==> src/rtl/xmem_param_pkg.sv <==
// Shared xmem parameters and types for the pipelined bank router.
// Bank counts follow the legacy per-type table; BIW covers the widest bank array.
package xmem_param_pkg;

    localparam int XMEM_AW            = 16;
    localparam int MAX_PARTITION      = 4;
    localparam int LOG2_MAX_PARTITION = $clog2(MAX_PARTITION);

    localparam int MEM_TYPE_SCALAR = 0;
    localparam int MEM_TYPE_ARRAY  = 1;
    localparam int MEM_TYPE_CYCLIC = 2;

    localparam int BANK_NUM [3] = '{4, 8, 8};

    localparam int NB_MAX = (BANK_NUM[MEM_TYPE_SCALAR] > BANK_NUM[MEM_TYPE_ARRAY]) ?
                            ((BANK_NUM[MEM_TYPE_SCALAR] > BANK_NUM[MEM_TYPE_CYCLIC]) ?
                             BANK_NUM[MEM_TYPE_SCALAR] : BANK_NUM[MEM_TYPE_CYCLIC]) :
                            ((BANK_NUM[MEM_TYPE_ARRAY] > BANK_NUM[MEM_TYPE_CYCLIC]) ?
                             BANK_NUM[MEM_TYPE_ARRAY] : BANK_NUM[MEM_TYPE_CYCLIC]);
    localparam int BIW = (NB_MAX > 1) ? $clog2(NB_MAX) : 1;

    typedef enum logic [1:0] {
        MEM_SCALAR = 2'd0,
        MEM_ARRAY  = 2'd1,
        MEM_CYCLIC = 2'd2,
        MEM_NONE   = 2'd3
    } mem_type_e;

    typedef enum logic [2:0] {
        CFG_ARR_START = 3'd0,
        CFG_CYC_START = 3'd1,
        CFG_ARR_SIZE  = 3'd2,
        CFG_CYC_SIZE  = 3'd3,
        CFG_LIMIT     = 3'd4
    } cfg_field_e;

    typedef struct packed {
        mem_type_e            mtype;
        logic [BIW-1:0]       bank;
        logic [XMEM_AW-1:0]   offset;
        logic                 err;
    } xmem_route_rsp_t;

endpackage

==> src/rtl/xmem_bank_route_ch.sv <==
// One request channel: S1 classifies the address against its partition,
// S2 computes bank/offset/error and holds the response until consumed.
module xmem_bank_route_ch #(
    parameter int AW        = xmem_param_pkg::XMEM_AW,
    parameter int NUM_PART  = xmem_param_pkg::MAX_PARTITION,
    parameter int NB_SCALAR = xmem_param_pkg::BANK_NUM[xmem_param_pkg::MEM_TYPE_SCALAR],
    parameter int NB_ARRAY  = xmem_param_pkg::BANK_NUM[xmem_param_pkg::MEM_TYPE_ARRAY],
    parameter int NB_CYCLIC = xmem_param_pkg::BANK_NUM[xmem_param_pkg::MEM_TYPE_CYCLIC],
    parameter int BIW       = xmem_param_pkg::BIW,
    localparam int PW       = $clog2(NUM_PART),
    localparam int SHW      = $clog2(AW)
) (
    input  logic                          clk,
    input  logic                          rstn,
    input  logic [NUM_PART-1:0][AW-1:0]   arr_start,
    input  logic [NUM_PART-1:0][AW-1:0]   cyc_start,
    input  logic [NUM_PART-1:0][AW-1:0]   limit,
    input  logic [NUM_PART-1:0][SHW-1:0]  arr_shift,
    input  logic [NUM_PART-1:0][SHW-1:0]  cyc_shift,
    input  logic [NUM_PART-1:0]           arr_shift_ok,
    input  logic [NUM_PART-1:0]           cyc_shift_ok,
    input  logic                          cfg_hold,
    input  logic                          req_valid,
    output logic                          req_ready,
    input  logic [AW-1:0]                 req_adr,
    input  logic [PW-1:0]                 req_part,
    input  logic                          req_risc,
    output logic                          busy,
    output logic                          rsp_valid,
    input  logic                          rsp_ready,
    output logic [1:0]                    rsp_type,
    output logic [BIW-1:0]                rsp_bank,
    output logic [AW-1:0]                 rsp_offset,
    output logic                          rsp_err
);
    import xmem_param_pkg::*;

    localparam int SBW = $clog2(NB_SCALAR);
    localparam logic [AW-1:0] ONES = '1;

    if ((NB_SCALAR & (NB_SCALAR - 1)) != 0) begin : g_bad_nb_scalar
        $error("NB_SCALAR must be a power of two");
    end
    if (NB_ARRAY > (1 << BIW) || NB_CYCLIC > (1 << BIW) || NB_SCALAR > (1 << BIW)) begin : g_bad_biw
        $error("BIW too narrow for the bank counts");
    end

    // Valid/ready: a transfer happens on a clock edge where valid and ready are both
    // high; a stalled producer keeps valid and payload stable until that edge.
    logic s1_valid, s2_valid, s1_adv, s2_adv, fire;

    mem_type_e      s1_type;
    logic [AW-1:0]  s1_adr, s1_base, s1_limit;
    logic [SHW-1:0] s1_shift;
    logic           s1_ok;

    mem_type_e      s2_type;
    logic [BIW-1:0] s2_bank;
    logic [AW-1:0]  s2_off;
    logic           s2_err;

    mem_type_e      c_type;
    logic [AW-1:0]  c_base;
    logic [SHW-1:0] c_shift;
    logic           c_ok;

    logic [AW-1:0]  diff, bank_full, word, nb, d_off;
    logic [BIW-1:0] d_bank_raw, d_bank;
    logic           lim_err, d_err;

    assign s2_adv    = !s2_valid || rsp_ready;
    assign s1_adv    = s2_adv || !s1_valid;
    assign req_ready = s1_adv && !cfg_hold;
    assign fire      = req_valid && req_ready;
    assign busy      = s1_valid || s2_valid;

    always_comb begin
        c_type  = MEM_CYCLIC;
        c_base  = cyc_start[req_part];
        c_shift = cyc_shift[req_part];
        c_ok    = cyc_shift_ok[req_part];
        if (req_risc) begin
            c_type = MEM_NONE;
        end else if (req_adr < arr_start[req_part]) begin
            c_type = MEM_SCALAR;
        end else if (req_adr < cyc_start[req_part]) begin
            c_type  = MEM_ARRAY;
            c_base  = arr_start[req_part];
            c_shift = arr_shift[req_part];
            c_ok    = arr_shift_ok[req_part];
        end
    end

    // Range check runs on the full-width bank index; truncation to BIW comes after.
    always_comb begin
        diff       = s1_adr - s1_base;
        bank_full  = diff >> s1_shift;
        word       = s1_adr >> 2;
        lim_err    = (s1_limit != '0) && (s1_adr >= s1_limit);
        nb         = AW'(NB_CYCLIC);
        d_bank_raw = '0;
        d_off      = '0;
        d_err      = 1'b0;
        case (s1_type)
            MEM_SCALAR: begin
                d_bank_raw = BIW'(word & AW'(NB_SCALAR - 1));
                d_off      = (word >> SBW) << 2;
                d_err      = lim_err;
            end
            MEM_ARRAY, MEM_CYCLIC: begin
                nb         = (s1_type == MEM_ARRAY) ? AW'(NB_ARRAY) : AW'(NB_CYCLIC);
                d_bank_raw = BIW'(bank_full);
                d_off      = diff & ~(ONES << s1_shift);
                d_err      = !s1_ok || (bank_full >= nb) || lim_err;
            end
            default: ;
        endcase
        d_bank = d_err ? '0 : d_bank_raw;
    end

    always_ff @(posedge clk or negedge rstn) begin
        if (!rstn) begin
            s1_valid <= 1'b0;
            s1_type  <= MEM_SCALAR;
            s1_adr   <= '0;
            s1_base  <= '0;
            s1_limit <= '0;
            s1_shift <= '0;
            s1_ok    <= 1'b0;
            s2_valid <= 1'b0;
            s2_type  <= MEM_SCALAR;
            s2_bank  <= '0;
            s2_off   <= '0;
            s2_err   <= 1'b0;
        end else begin
            if (s1_adv) begin
                s1_valid <= fire;
                if (fire) begin
                    s1_type  <= c_type;
                    s1_adr   <= req_adr;
                    s1_base  <= c_base;
                    s1_limit <= limit[req_part];
                    s1_shift <= c_shift;
                    s1_ok    <= c_ok;
                end
            end
            if (s2_adv) begin
                s2_valid <= s1_valid;
                if (s1_valid) begin
                    s2_type <= s1_type;
                    s2_bank <= d_bank;
                    s2_off  <= d_off;
                    s2_err  <= d_err;
                end
            end
        end
    end

    assign rsp_valid  = s2_valid;
    assign rsp_type   = s2_type;
    assign rsp_bank   = s2_bank;
    assign rsp_offset = s2_off;
    assign rsp_err    = s2_err;

endmodule

==> src/rtl/xmem_bank_router.sv <==
// Multi-channel xmem bank router: shared partition config registers plus one
// two-stage decode pipeline per request channel.
module xmem_bank_router #(
    parameter int NUM_CH    = 2,
    parameter int AW        = xmem_param_pkg::XMEM_AW,
    parameter int NUM_PART  = xmem_param_pkg::MAX_PARTITION,
    parameter int NB_SCALAR = xmem_param_pkg::BANK_NUM[xmem_param_pkg::MEM_TYPE_SCALAR],
    parameter int NB_ARRAY  = xmem_param_pkg::BANK_NUM[xmem_param_pkg::MEM_TYPE_ARRAY],
    parameter int NB_CYCLIC = xmem_param_pkg::BANK_NUM[xmem_param_pkg::MEM_TYPE_CYCLIC],
    parameter int BIW       = xmem_param_pkg::BIW,
    localparam int PW       = $clog2(NUM_PART)
) (
    input  logic                         clk,
    input  logic                         rstn,
    input  logic                         cfg_we,
    input  logic [PW-1:0]                cfg_part,
    input  logic [2:0]                   cfg_field,
    input  logic [AW-1:0]                cfg_data,
    output logic                         cfg_ready,
    input  logic [NUM_CH-1:0]            req_valid,
    output logic [NUM_CH-1:0]            req_ready,
    input  logic [NUM_CH-1:0][AW-1:0]    req_adr,
    input  logic [NUM_CH-1:0][PW-1:0]    req_part,
    input  logic [NUM_CH-1:0]            req_risc,
    output logic [NUM_CH-1:0]            rsp_valid,
    input  logic [NUM_CH-1:0]            rsp_ready,
    output logic [NUM_CH-1:0][1:0]       rsp_type,
    output logic [NUM_CH-1:0][BIW-1:0]   rsp_bank,
    output logic [NUM_CH-1:0][AW-1:0]    rsp_offset,
    output logic [NUM_CH-1:0]            rsp_err
);
    import xmem_param_pkg::*;

    localparam int SHW = $clog2(AW);

    logic [NUM_PART-1:0][AW-1:0]  arr_start, cyc_start, limit;
    logic [NUM_PART-1:0][SHW-1:0] arr_shift, cyc_shift;
    logic [NUM_PART-1:0]          arr_shift_ok, cyc_shift_ok;
    logic [NUM_CH-1:0]            busy;
    logic                         cfg_wr;

    function automatic logic [SHW-1:0] lowest_set(input logic [AW-1:0] v);
        logic [SHW-1:0] idx;
        idx = '0;
        for (int i = AW - 1; i >= 0; i--) begin
            if (v[i]) idx = SHW'(i);
        end
        return idx;
    endfunction

    // Config only lands with every pipeline empty, so no in-flight request ever
    // sees a half-updated partition.
    assign cfg_ready = ~|busy;
    assign cfg_wr    = cfg_we && cfg_ready;

    always_ff @(posedge clk or negedge rstn) begin
        if (!rstn) begin
            arr_start    <= '0;
            cyc_start    <= '0;
            limit        <= '0;
            arr_shift    <= '0;
            cyc_shift    <= '0;
            arr_shift_ok <= '0;
            cyc_shift_ok <= '0;
        end else if (cfg_wr) begin
            case (cfg_field_e'(cfg_field))
                CFG_ARR_START: arr_start[cfg_part] <= cfg_data;
                CFG_CYC_START: cyc_start[cfg_part] <= cfg_data;
                CFG_ARR_SIZE: begin
                    arr_shift[cfg_part]    <= lowest_set(cfg_data);
                    arr_shift_ok[cfg_part] <= |cfg_data;
                end
                CFG_CYC_SIZE: begin
                    cyc_shift[cfg_part]    <= lowest_set(cfg_data);
                    cyc_shift_ok[cfg_part] <= |cfg_data;
                end
                CFG_LIMIT:     limit[cfg_part] <= cfg_data;
                default: ;
            endcase
        end
    end

    for (genvar c = 0; c < NUM_CH; c++) begin : g_ch
        xmem_bank_route_ch #(
            .AW(AW), .NUM_PART(NUM_PART), .NB_SCALAR(NB_SCALAR),
            .NB_ARRAY(NB_ARRAY), .NB_CYCLIC(NB_CYCLIC), .BIW(BIW)
        ) u_ch (
            .clk          (clk),
            .rstn         (rstn),
            .arr_start    (arr_start),
            .cyc_start    (cyc_start),
            .limit        (limit),
            .arr_shift    (arr_shift),
            .cyc_shift    (cyc_shift),
            .arr_shift_ok (arr_shift_ok),
            .cyc_shift_ok (cyc_shift_ok),
            .cfg_hold     (cfg_wr),
            .req_valid    (req_valid[c]),
            .req_ready    (req_ready[c]),
            .req_adr      (req_adr[c]),
            .req_part     (req_part[c]),
            .req_risc     (req_risc[c]),
            .busy         (busy[c]),
            .rsp_valid    (rsp_valid[c]),
            .rsp_ready    (rsp_ready[c]),
            .rsp_type     (rsp_type[c]),
            .rsp_bank     (rsp_bank[c]),
            .rsp_offset   (rsp_offset[c]),
            .rsp_err      (rsp_err[c])
        );
    end

endmodule

==> config.mk <==
export PLATFORM = sky130hd
export DESIGN_NAME = xmem_bank_router
export DESIGN_NICKNAME = d
export VERILOG_FILES = /design/src/rtl/xmem_param_pkg.sv /design/src/rtl/xmem_bank_route_ch.sv /design/src/rtl/xmem_bank_router.sv
export SDC_FILE = /design/constraint.sdc
export NUM_CORES = 1
export LEC_CHECK = 0
export BUFFER_PORTS_ARGS = -buffer_cell sky130_fd_sc_hd__buf_4
export CORE_UTILIZATION = 30
export DETAILED_ROUTE_END_ITERATION = 10
export SLEW_MARGIN = 0
export SYNTH_ARGS = -nofsm -noshare
export SYNTH_HDL_FRONTEND = slang
export SYNTH_SLANG_ARGS = --single-unit
==> constraint.sdc <==
create_clock -name clk -period 6.35 [get_ports clk]
set_input_delay 0.3175 -clock clk [delete_from_list [all_inputs] [get_ports clk]]
set_output_delay 0.3175 -clock clk [all_outputs]
set_load 0.01 [all_outputs]
-- Word-level counts from Yosys, hierarchy flattened
Cells that the tools add are included.
Widths: inputs -> output; s select.
- add/subtract/negate cells: 2
- magnitude comparators: 12
- eq/ne operators: 8
- shift-type cells: 4
- multiplexer cells: 93
- bitwise operators: 4
- reductions and logical operators: 44
- operator list (kind ; count):
    $mux 16 ; 13
    $bmux 16 s2 ; 6
    $bwmux 64 ; 3
    $mux 4 ; 31
    $lt 16x16->1 ; 4
    $pmux 16 s2 ; 2
    $and 16x16->16 ; 2
    $bmux 4 s2 ; 4
    $bwmux 16 ; 2
    $demux 16 s2 ; 1
    $ge 16x16->1 ; 2
    $ge 16x4->1 const B ; 2
    $not 16->16 ; 2
    $reduce_bool 16->1 ; 2
    $shl 16x4->16 const A ; 2
    $shr 16x4->16 ; 2
    $sub 16x16->16 ; 2
    $reduce_and 2->1 ; 9
    $reduce_or 16->1 ; 1
    $mux 2 ; 6
    $pmux 3 s2 ; 2
    $mux 1 ; 11
    $logic_or 1x1->1 ; 10
    $lt 2x3->1 const B ; 3
    17 further kinds ; 43
- flip-flop bits (word level): 390
- output and inout bits: 49

-- Longest topological paths before layout
- depth in word-level cells: 19
- depth in mapped cells: 18
- depth with buffers taken out: 14

-- Cells and area by module
Synthesis repeated with hierarchy kept, for this count alone.
- cell total of the unflattened synthesis: 2133
- area total of the unflattened synthesis: 23968.0 µm²
- by module, submodules not included (module ; times used ; cells an instance ; area an instance (µm²) ; sequential area each (µm²)):
    xmem_bank_router ; 1 ; 582 ; 8998.6 ; 5805.6
    xmem_bank_route_ch (g_ch[0].u_ch) ; 1 ; 756 ; 7542.2 ; 1951.9
    xmem_bank_route_ch (g_ch[1].u_ch) ; 1 ; 795 ; 7427.1 ; 1951.9

-- Least setup slack after synthesis
No wires, ideal clock.
- path kind: input to register
- start: in req_part[2] (netlist bit)
- end: reg g_ch[1].u_ch.s1_base[10]
- setup time: 137 ps
- data arrival time: 4141 ps
- required time: 6213 ps
- setup slack: 2072 ps
- stages: 17
- path through: clkbuf_1 -> buf_1 -> buf_1 -> mux4_2 -> inv_1 -> ha_1 -> a21o_1 -> a21o_1 -> a21oi_1 -> o21ai_0 -> a31o_2 -> nor4_1 -> nor3_1 -> nand3b_1 -> buf_2 -> mux2i_1 -> a21oi_1
- longest elaborated chain between the ends: 6
- RTL lines (what ; RTL line ; text):
    start: declaration ; xmem_bank_router.sv:23 ; input logic [NUM_CH-1:0][PW-1:0] req_part,
    $bmux 16 s2 ; xmem_bank_route_ch.sv:79, xmem_bank_route_ch.sv:86 ;
    $mux 16 (not written as such) ; xmem_bank_route_ch.sv:79, xmem_bank_route_ch.sv:86 ;
    $lt 16x16->1 ; xmem_bank_route_ch.sv:86 ; end else if (req_adr < cyc_start[req_part]) begin
    $mux 16 ; xmem_bank_route_ch.sv:86 ;
    $mux 16 ; xmem_bank_route_ch.sv:84 ; end else if (req_adr < arr_start[req_part]) begin
    $mux 16 * ; xmem_bank_route_ch.sv:82 ; if (req_risc) begin
    end signal: assignment ; xmem_bank_route_ch.sv:141 ; s1_base <= c_base;
    end: declaration ; xmem_bank_route_ch.sv:53 ; logic [AW-1:0] s1_adr, s1_base, s1_limit;
Mark *: on every way between the ends. The rest lies on a longest branch, timed or not. The select of a mux whose other input is x is not followed.
A chain may end at the register's enable or synchronous reset.

-- Final worst setup path
- start: reg g_ch[1].u_ch.s1_adr[0]
- end: reg g_ch[1].u_ch.s2_bank[1]
- longest elaborated chain between the ends: 7
- RTL lines (what ; RTL line ; text):
    start: declaration ; xmem_bank_route_ch.sv:53 ;
    start signal: assignment ; xmem_bank_route_ch.sv:140 ; s1_adr <= req_adr;
    $sub 16x16->16 ; xmem_bank_route_ch.sv:96 ; diff = s1_adr - s1_base;
    $shr 16x4->16 ; xmem_bank_route_ch.sv:97 ; bank_full = diff >> s1_shift;
    $ge 16x4->1 ; xmem_bank_route_ch.sv:114 ; d_err = !s1_ok || (bank_full >= nb) || lim_err;
    $logic_or 1x1->1 (2 in series) ; xmem_bank_route_ch.sv:114 ;
    $pmux 1 s2 ; xmem_bank_route_ch.sv:104 ; case (s1_type)
    $mux 3 * ; xmem_bank_route_ch.sv:118 ; d_bank = d_err ? '0 : d_bank_raw;
    end signal: assignment ; xmem_bank_route_ch.sv:151 ; s2_bank <= d_bank;
    end: declaration ; xmem_bank_route_ch.sv:58 ; logic [BIW-1:0] s2_bank;
Mark *: on every way between the ends. The rest lies on a longest branch, timed or not.

==> key figures <==
Global routing
  – All-Layer GR Usage: 19.1%
  – Number of global-route vias before repair: 17.8k
  – Initial antenna violation count: 3
  – Largest net degree at the start of global routing: 178
  – First-pass GRT wire length: 114 mm
  – GRT Residual Overflow: 0

Routing
  – Vias: 17.4k
  – DR WL met2: 35.8 mm
  – Pre-antenna DRT Iters: 5
  – Initial DRC count: 1248
  – Drt wl/cell: 23.1 um
  – DRT met1 WL: 32.2 mm
  – Final ANT Viol Nets: 0
  – Via density: 5.38
  – DRT Wirelength: 74.6 mm
  – Met3 wire len: 4.01 mm
  – Top Metal Used: met4
  – Post-route DRC: 0

Floorplan
  – Die span in x: 281 um
  – Die area: 79000 um2
  – IO Count: 115
  – Initial Util: 30.5%
  – Core area: 76600 um2
  – Die Ht: 281 um
  – Row count: 101

Worst setup path
  – RR Startpoint: g_ch[1].u_ch.s1_adr[0]
  – Crit-path leading delay family: compound AO/OA/AOI/OAI gates
  – Setup crit end kind: register
  – RR Endpoint: g_ch[1].u_ch.rsp_bank[1]
  – Critical path class: register to register
  – Crit path launch type: register
  – Crit path largest cell delay: 550 ps
  – Arrival @ worst endpoint: 4470 ps
  – WP data required: 6790 ps
  – R2r worst-path depth: 14
  – Reg2reg setup slack: 2320 ps
  – Worst-path maximum fanout: 7
  – Cells along the critical path: inv_1 -> ha_1 -> inv_1 -> fa_1 -> a21o_1 -> a221oi_2 -> o211ai_1 -> a21oi_1 -> xnor2_1 -> o21ai_0 -> a41oi_1 -> a21oi_1 -> o311ai_1 -> o31ai_1
  – Max stage delay cell, worst path: o311ai_1
  – Worst Path Buf+Inv: 2

Placed design
  – Placed cells: 3132
  – HPWL after detailed placement: 54.6 mm
  – Final GP Congestion: 0.920
  – Placed Area: 25200 um2
  – IO Port Bufs: 112

Logic synthesis
  – Flops & latches, synth: 388
  – Post-synth top area share: 41.5%
  – Top cells by area, synth: dfrtp_1, mux4_2, mux2_2, ha_1, nand2_1
  – Top post-synthesis cells by count: dfrtp_1, mux2_2, nand2_1
  – Distinct cells, synth: 76
  – Most area-hungry cell type in the Yosys netlist: dfrtp_1
  – Most numerous cell in the Yosys netlist: dfrtp_1
  – YS warnings: 0
  – Synthesized cell area: 23400 um2
  – Post-synth ARST share: 100%
  – Syn Area/Cell: 11.2 um2
  – Syn Inst Count: 2095
  – Post-synth EDFFs: 0
  – Sequential fraction of the synthesis area: 41.5%
  – Top FF cell, synth: dfrtp_1

Clock network
  – CTS tree: built
  – Root buffer cell: clkbuf_16
  – Setup bufs post-CTS: 0
  – Cts repair resizes: 0
  – Clk buf depth: 3
  – Hold Buf Count CTS: 23
  – H-Tree Depth: 2
  – Clk sink count: 388
  – Clock buffer count from CTS: 44
  – Clk_lat worst skew: 610 ps
  – Worst-path clk slew: 70 ps

Pwr
  – Pwr Total: 0.00721 W
  – Pwr dens: 268 nW/um2
  – Psw: 0.00236 W
  – Reg power frac: 38.5%
  – Switching part of the total: 32.8%
  – Int Power: 0.00484 W
  – Leakage: 12.0 nW
  – Combinational fraction of design power: 25.5%
  – VDD IR max: 180 uV
  – Clk pwr share: 36.0%

Cells and area
  – Finished Layout Cells: 3234
  – Post-route cell area: 26900 um2
  – Nets: 2367
  – Synth-to-layout area growth: 15.0%
  – Fin util: 35.1%
  – Share of post-route cells with drive strength above 1: 26.2%

STA
  – Fin crit share: 63.5%
  – Tmin final: 4030 ps
  – Worst-Margin Slew: 1110 ps
  – Slew HR: 26.0%
  – Fmax: 248 MHz
  – Fin. max-slew vios: 0
  – Count of final setup violators: 0
  – Hold Vio Cnt, Final: 0
  – RSZ-0062 raised after global routing: no
  – Clock Skew: 35.4 ps
  – Setup TNS: 0 ps

Run
  – Number of max-cap violations: 0

Status
  – Run status: finished clean

Hold path
  – Hold endpoint: g_ch[0].u_ch.s1_adr[14]
  – Hold path startpoint: req_adr[14]
  – Worst min-delay path class: primary input to register
  – Hold depth: 2
-- cell type report --
cell class                 count  area [um2]
clock buffer                  65        1260
fill                        7605       49700
inverter                     146         548
multi-input combinational   1435       12600
timing repair buffer         156        1260
clock inverter                13         188
sequential                   388        9710
antenna                        1        2.50
tap                         1030        1290
-- per-layer routing --
metal | track usage (%) | vias up
li1 | - | 7835
met1 | 25.5 | 8898
met2 | 31.4 | 547
met3 | 2.83 | 119
met4 | 6.66 | 0
met5 | 0 | -
-- sequential cells by signal (all words and copies together) (netlist names), 8 cells and up --
register and count:
g_ch.u_ch.rsp_offset 30, arr_shift 16, g_ch.u_ch.s1_adr 32, cyc_shift 16, g_ch.u_ch.s1_limit 32, g_ch.u_ch.s1_shift 8
arr_start 64, cyc_start 64, g_ch.u_ch.s1_base 32, limit 64
-- power by group through the flow --
stage | logic [W] | clock network [W] | registers, W
floorplan | 0.00123 | 0 | 0.00275
global placement | 0.00179 | 0 | 0.00281
detailed placement | 0.00180 | 0 | 0.00282
CTS | 0.00182 | 0.00265 | 0.00277
global route | 0.00201 | 0.00274 | 0.00279
finish | 0.00184 | 0.00259 | 0.00277
-- through the flow --
step | hold WS, ps | setup WS [ps]
CTS | 0.321 | 2380
finish | 25.6 | 2320
floorplan | 21.9 | 2070
global route | 8.60 | 2110
detailed placement | 260 | 1900
global placement | 252 | 1910
-- cell families after synthesis --
kind of cell | Yosys count | synth area share [%]
AO/OA/AOI/OAI | 411 | 11.5
XOR/XNOR | 29 | 1.09
adder cells (fa/ha/maj) | 130 | 7.02
buffers and inverters | 273 | 4.54
flip-flops | 388 | 41.5
multiplexers | 407 | 25.5
other | 1 | 0.0160
AND/OR/NAND/NOR | 456 | 8.83
-- layout by cell type, fill, tap and decap left out, types with 17 or more instances in the layout --
master | netlist | layout
a21oi_1 | 94 | 94
clkbuf_16 | 0 | 44
dlygate4sd3_1 | 0 | 23
nand2_1 | 209 | 208
a21o_1 | 32 | 32
dfrtp_1 | 388 | 388
nor3_1 | 26 | 25
ha_1 | 128 | 128
mux4_2 | 127 | 127
o21ai_0 | 129 | 129
mux2_2 | 231 | 231
buf_4 | 8 | 130
nor4_1 | 17 | 17
nand2b_1 | 17 | 17
mux2i_1 | 49 | 49
inv_1 | 146 | 146
nor2_1 | 100 | 100
-- worst max path at each step --
stage / start / end / slack [ps] / cells past startpoint
2_1_floorplan: req_part[2] / g_ch[1].u_ch.s1_base[10] / 2070 / 17
3_3_place_gp: req_part[0] / g_ch[0].u_ch.s1_base[3] / 1910 / 14
3_5_place_dp: req_part[0] / g_ch[0].u_ch.s1_base[12] / 1900 / 14
4_1_cts: g_ch[1].u_ch.s1_adr[0] / g_ch[1].u_ch.rsp_bank[1] / 2380 / 14
5_1_grt: req_part[0] / g_ch[0].u_ch.s1_base[9] / 2110 / 14
6_report: g_ch[1].u_ch.s1_adr[0] / g_ch[1].u_ch.rsp_bank[1] / 2320 / 14
Power figures use the tool's default switching activity.
